<file path="src/rtl/traffic_light_ctrl.sv">
// Two-approach intersection controller with pedestrian walk phase and emergency all-red hold.
// Ports: clk, reset (sync, active-high); ped_req (pulse), emerg (level);
//        light_ns/light_ew (00=R 01=Y 10=G), walk, phase (state code), ped_pending (latched request).
module traffic_light_ctrl #(
   parameter int GREEN_CYCLES   = 8,
   parameter int YELLOW_CYCLES  = 3,
   parameter int ALL_RED_CYCLES = 2,
   parameter int WALK_CYCLES    = 5,
   parameter int CNT_W          = 8
) (
   input  logic       clk,
   input  logic       reset,
   input  logic       ped_req,
   input  logic       emerg,
   output logic [1:0] light_ns,
   output logic [1:0] light_ew,
   output logic       walk,
   output logic [2:0] phase,
   output logic       ped_pending
);

   typedef enum logic [2:0] {
      NS_G = 3'd0,
      NS_Y = 3'd1,
      AR_A = 3'd2,
      EW_G = 3'd3,
      EW_Y = 3'd4,
      AR_B = 3'd5,
      WALK = 3'd6,
      EMRG = 3'd7
   } state_t;

   localparam logic [1:0] LAMP_R = 2'b00;
   localparam logic [1:0] LAMP_Y = 2'b01;
   localparam logic [1:0] LAMP_G = 2'b10;

   // Counter load values are duration-1 so that a state lasts exactly its duration.
   localparam logic [CNT_W-1:0] G_LOAD  = CNT_W'(GREEN_CYCLES - 1);
   localparam logic [CNT_W-1:0] Y_LOAD  = CNT_W'(YELLOW_CYCLES - 1);
   localparam logic [CNT_W-1:0] AR_LOAD = CNT_W'(ALL_RED_CYCLES - 1);
   localparam logic [CNT_W-1:0] W_LOAD  = CNT_W'(WALK_CYCLES - 1);

   state_t           state;
   state_t           nxt;
   logic [CNT_W-1:0] cnt;
   logic             cnt_zero;
   logic             walk_to_ew;   // WALK returns to EW_G when it was entered from AR_A
   logic             ped_any;

   assign cnt_zero = (cnt == '0);
   assign ped_any  = ped_pending | ped_req;

   function automatic logic [CNT_W-1:0] load_for(input state_t s);
      logic [CNT_W-1:0] v;
      v = '0;
      case (s)
         NS_G, EW_G: v = G_LOAD;
         NS_Y, EW_Y: v = Y_LOAD;
         AR_A, AR_B: v = AR_LOAD;
         WALK:       v = W_LOAD;
         default:    v = '0;   // EMRG is untimed
      endcase
      return v;
   endfunction

   // Next-state logic. Emergency truncates green only; yellow and all-red always
   // complete, and emergency beats a pedestrian request at all-red expiry.
   always_comb begin
      nxt = state;
      case (state)
         NS_G: if (emerg || cnt_zero) nxt = NS_Y;
         NS_Y: if (cnt_zero) nxt = AR_A;
         AR_A: if (cnt_zero) begin
                  if (emerg)        nxt = EMRG;
                  else if (ped_any) nxt = WALK;
                  else              nxt = EW_G;
               end
         EW_G: if (emerg || cnt_zero) nxt = EW_Y;
         EW_Y: if (cnt_zero) nxt = AR_B;
         AR_B: if (cnt_zero) begin
                  if (emerg)        nxt = EMRG;
                  else if (ped_any) nxt = WALK;
                  else              nxt = NS_G;
               end
         WALK: begin
                  if (emerg)         nxt = EMRG;
                  else if (cnt_zero) nxt = walk_to_ew ? EW_G : NS_G;
               end
         EMRG: if (!emerg) nxt = AR_B;
         default: nxt = AR_B;
      endcase
   end

   always_ff @(posedge clk) begin
      if (reset) begin
         state       <= AR_B;
         cnt         <= AR_LOAD;
         ped_pending <= 1'b0;
         walk_to_ew  <= 1'b0;
         light_ns    <= LAMP_R;
         light_ew    <= LAMP_R;
         walk        <= 1'b0;
         phase       <= AR_B;
      end else begin
         state <= nxt;
         phase <= nxt;

         if (nxt != state)
            cnt <= load_for(nxt);
         else if (!cnt_zero)
            cnt <= cnt - 1'b1;

         // Entering WALK serves the request, including one arriving that same cycle.
         if (nxt == WALK && state != WALK) begin
            ped_pending <= 1'b0;
            walk_to_ew  <= (state == AR_A);
         end else if (ped_req && state != WALK) begin
            ped_pending <= 1'b1;
         end

         // Lamps are decoded from the next state so they line up with phase.
         light_ns <= (nxt == NS_G) ? LAMP_G : (nxt == NS_Y) ? LAMP_Y : LAMP_R;
         light_ew <= (nxt == EW_G) ? LAMP_G : (nxt == EW_Y) ? LAMP_Y : LAMP_R;
         walk     <= (nxt == WALK);
      end
   end

endmodule

</file>
<file path="config.mk">
export PLATFORM = sky130hd
export DESIGN_NAME = traffic_light_ctrl
export DESIGN_NICKNAME = d
export VERILOG_FILES = /design/src/rtl/traffic_light_ctrl.sv
export SDC_FILE = /design/constraint.sdc
export NUM_CORES = 1
export LEC_CHECK = 0
export CAP_MARGIN = 20
export CORE_AREA = 2 2 46 48
export CTS_BUF_LIST = sky130_fd_sc_hd__clkbuf_4
export DETAILED_ROUTE_END_ITERATION = 6
export DIE_AREA = 0 0 48 50
export GPL_TIMING_DRIVEN = 0
export PLACE_DENSITY = 0.93
export SETUP_SLACK_MARGIN = 0.3
export SYNTH_ARGS = -nofsm -noshare
export SYNTH_HDL_FRONTEND = slang
export SYNTH_SLANG_ARGS = --single-unit
export TNS_END_PERCENT = 10
</file>
<file path="constraint.sdc">
create_clock -name clk -period 7.3 [get_ports clk]
set_clock_uncertainty 0.2 [all_clocks]
set_input_delay 1.095 -clock clk [delete_from_list [all_inputs] [get_ports clk]]
set_output_delay 1.095 -clock clk [all_outputs]
set_load 0.1 [all_outputs]
</file>
== Word level (Yosys, flattened, before mapping) ==
Index checks and enable logic that the tools add are counted.

* Flip-flop bits (word level): 18
* Bits of input ports: 4
* Output and inout port bits: 9
* Logic and storage cells: 61

* Add/subtract/negate cells: 1
* Equal/unequal tests: 16
* Mux-type cells: 22
* Bitwise operators: 1
* Reduce and logical (&&, ||, !) cells: 12

{| class="wikitable"
|+ Operators with widths
! kind !! number
|-
| $mux 3 || 13
|-
| $pmux 3 s8 || 1
|-
| $eq 3x3->1 const B || 7
|-
| $mux 8 || 2
|-
| $eq 3x2->1 const B || 4
|-
| $pmux 3 s4 || 1
|-
| $reduce_or 2->1 || 6
|-
| $logic_not 8->1 || 1
|-
| $sub 8x1->8 const B || 1
|-
| $eq 3x1->1 const B || 2
|-
| $logic_not 3->1 || 2
|-
| $mux 2 || 3
|-
| $ne 3x3->1 || 1
|-
| $ne 3x3->1 const B || 1
|-
| $logic_and 1x1->1 || 2
|-
| $mux 1 || 2
|-
| $ne 2x1->1 const B || 1
|-
| $logic_or 1x1->1 || 1
|-
| $or 1x1->1 || 1
|}

== Depth between registers and ports, before layout ==
* Word-level depth: 9
* Gate-level depth with buffers: 9
* Gate-level depth less buffers: 8

== Worst setup path before layout ==
No wires, ideal clock.

* Path kind: input -> register
* From: in ped_req
* To: reg cnt[0]
* Library setup time: 0.122 ns
* Arrival: 2.675 ns
* Required time: 6.978 ns
* Path slack: 4.303 ns
* Stages on the path: 6
* Buffers on the path: 0
* Cells stage by stage: or4b_2 -> a21oi_1 -> a21oi_1 -> a22oi_2 -> nand3_1 -> a311o_1

* Longest elaborated chain between the ends: 9
* Elaborated cells between the ends (all ways): 22
* Those cells by class: 8 x eq/ne; 9 x mux; 1 x bitwise; 4 x reduce/logical

{| class="wikitable"
|+ Ends and longest elaborated chain
! item !! RTL line !! source
|-
| start, declared || 13 || <nowiki>input logic ped_req,</nowiki>
|-
| $or 1x1->1 (*) || 51 || <nowiki>assign ped_any = ped_pending | ped_req;</nowiki>
|-
| $mux 3, on equally long branches || 75, 82 ||
|-
| $mux 3, on equally long branches || 74, 81 ||
|-
| $mux 3, on equally long branches || 73, 80 ||
|-
| $pmux 3 s8 (*) || 70 || <nowiki>case (state)</nowiki>
|-
| $eq 3x2->1 (tied with other cells) || 56 || <nowiki>case (s)</nowiki>
|-
| $reduce_or 2->1 || 56 ||
|-
| $pmux 3 s4 || 56 ||
|-
| $mux 8 || 108 || <nowiki>if (nxt != state)</nowiki>
|-
| end signal, assigned || 109 || <nowiki>cnt <= load_for(nxt);</nowiki>
|-
| end signal, assigned || 111 || <nowiki>cnt <= cnt - 1'b1;</nowiki>
|-
| end, declared || 45 || <nowiki>logic [CNT_W-1:0] cnt;</nowiki>
|}

Mark *: on every way between the ends. The rest lies on a longest branch, timed or not.
A chain may end at the register's enable or synchronous reset.

== Final worst setup path ==
Ends and elaborated chain as after synthesis.

==> flow_summary.json <==
{
  "synth_cells": 128,
  "viasPerCell": 6.25,
  "whs_endpoint": "cnt[6]",
  "detail-route-antenna-nets": 0,
  "cts-root-buf": "clkbuf_4",
  "antenna_found_initial": 0,
  "holdCritStartpoint": "cnt[6]",
  "io_buffers": 12,
  "synth-seq-area-share_pct": 33.1,
  "dieArea_um2": 2400,
  "start_util_pct": 57.2,
  "grt_pass1_wl_mm": 4.29,
  "worst-r2r-setup-slack_ns": 4.31,
  "drtPass1Iterations": 4,
  "hold_viol": 0,
  "avgSynthCellArea_um2": 8.50,
  "num_vias": 1069,
  "ctsResizeCount": 0,
  "synth_top_family_by_area": "simple AND/OR/NAND/NOR gates",
  "clk_pin_slew_ns": 0.10,
  "hpwl_mm": 1.85,
  "finish.utilization_pct": 66.7,
  "htreeDepth": 1,
  "wirelength_mm": 2.53,
  "grt_max_degree": 11,
  "synth-compound-area-share_pct": 25.7,
  "critPathKind": "in2reg",
  "die_w_um": 48,
  "drtIter0Drc": 59,
  "crit_fanout": 8,
  "cp.arrival_ns": 3.34,
  "worst_slew_pin_slew_ns": 0.979,
  "synthSimpleGateAreaFrac_pct": 28.2,
  "synth_top_flop_cell": "dfxtp_1",
  "period_share_pct": 45.9,
  "r2r_cells": 9,
  "num_rows": 16,
  "die_h_um": 50,
  "hold_depth": 2,
  "status": "complete, no violations",
  "synth_xor_area_share_pct": 4.02,
  "first_global_vias": 972,
  "fin_nets": 150,
  "synth-async-reset-ratio_pct": 0,
  "nFillCells": 141,
  "grt_setup_unrepaired": "no",
  "end_kind": "register",
  "synth_cell_types": 54,
  "synth_edf_count": 0,
  "yosys.area.top_type_share_pct": 33.1,
  "r2r_end": "cnt[2]",
  "fmax_mhz": 298,
  "crit_required_ns": 7.29,
  "final_max_slew_viol_count": 0,
  "relSlewSlack_pct": 34.5,
  "drive_above_1_share_pct": 13.2,
  "synth.mux.area_fraction_pct": 1.95,
  "cts.sinks": 18,
  "min_path_type": "reg2reg",
  "syn_nets": 133,
  "cts_tree": "done",
  "ios": 13,
  "cp-start-kind": "input port",
  "clock_latency_ns": 0.29,
  "post_drt_wl_per_cell_um": 14.8,
  "route.detailed.drc": 0,
  "synthAdderAreaFrac_pct": 2.07,
  "synth.cell_area_um2": 1090,
  "diodes": 0,
  "cap_violations": 0,
  "synth_warnings": 0,
  "synth.area.top_cells": "dfxtp_1 (33%), nor2_1 (4.5%), a21oi_1 (3.7%)",
  "setup_viol": 0,
  "period_minus_slack_ns": 3.35,
  "fin_hold_ws_ns": 0.342,
  "cts_setup_buffers": 0,
  "areaGrowthSynthToFinish_pct": 16.6,
  "ys_ff_latch": 18,
  "rr_startpoint": "cnt[0]",
  "cts_hold_buf": 0,
  "clk_path_buf_depth": 2,
  "synth_top_area_cell": "dfxtp_1",
  "place.gp.congestion": 0.805,
  "fin_setup_tns_ns": 0,
  "grt_use_total_pct": 24.5,
  "grt.overflow.total": 0,
  "cts_buffers": 3,
  "core_area_um2": 1900
}
## layout make-up
| type | instances | area, um^2 | area share, % |
|---|---|---|---|
| Buffer | 6 | 23.8 | 1.87 |
| Tap cell | 27 | 33.8 | 2.66 |
| Multi-Input combinational cell | 96 | 674 | 53.2 |
| Timing Repair Buffer | 12 | 120 | 9.47 |
| Sequential cell | 18 | 360 | 28.4 |
| Inverter | 8 | 30.0 | 2.37 |
| Clock buffer | 3 | 22.5 | 1.78 |
| Clock inverter | 1 | 3.75 | 0.296 |
## cells in the final DEF, fill, tap and decap left out, types with 2 or more instances in the layout
master and n:
xnor2_1 4, nor3_1 3, clkbuf_1 3, nor2b_1 2, a21o_1 2, nor4_1 3, nor2_1 13, clkdlybuf4s50_1 12
a31oi_1 2, inv_1 7, nand2_1 4, a211oi_1 2, buf_1 2, a21oi_1 8, and3_1 2, nand2b_1 6
clkbuf_4 3, or2_2 4, dfxtp_1 18, nand3_1 7
## per-stage QoR
stage	std cells	cell area (um^2)	setup slack [ns]
3_3_place_gp	167	1240	3.70
3_5_place_dp	167	1240	3.66
5_1_grt	171	1270	3.87
2_1_floorplan	128	1090	4.30
6_report	171	1270	3.95
4_1_cts	171	1270	3.97
## logic make-up after synthesis
group           after synthesis
buf+inv                      14
mux                           2
fa+ha+maj                     2
compound gates               33
simple gates                 54
flops                        18
xor+xnor                      5
## layer usage
layer / GRT usage [%] / up-vias / part of all wire (%) / wire length, um
li1: - / 507 / - / -
met1: 34.2 / 484 / 42 / 1050
met2: 35.1 / 57 / 46 / 1170
met3: 5.86 / 21 / 6.7 / 169
met4: 10.8 / 0 / 5.3 / 135
met5: 0 / - / 0 / 0
## how the worst max path moves through the flow
stage	from	slack, ns	endpoint
detailed placement	ped_req	3.66	cnt[0]
global placement	ped_req	3.70	cnt[0]
floorplan	ped_req	4.30	cnt[0]
global route	ped_req	3.87	cnt[0]
CTS	ped_req	3.97	cnt[0]
finish	ped_req	3.95	cnt[0]
## cell usage after synthesis (all sizes together), types with 2 or more instances
cell type and number:
nor2 13, nand3 7, dfxtp 18, and2 2, or2 4, a31oi 2
nand2b 6, nor2b 2, nand2 4, buf 3, a22oi 2, a2111oi 2
nor3 3, a211oi 3, a21o 2, inv 8, nor4 4, xnor2 4
a21oi 8, clkbuf 3, and3 2
## registers in the layout (all words and copies together) (netlist names)
signal,cells
walk_to_ew,1
light_ns,2
walk,1
state,3
light_ew,2
cnt,8
ped_pending,1
## worst max-delay path, stage by stage
cell and delay [ns]:
clkdlybuf4s50_1 0.45, or4b_2 0.62, a21oi_1 0.17, a21oi_1 0.10, a22oi_2 0.43, nand3_1 0.13
a311o_1 0.35
Power is left out: the tool's default activity adds up to more than one toggle a clock period on the data nets, which glitch-free logic cannot reach.
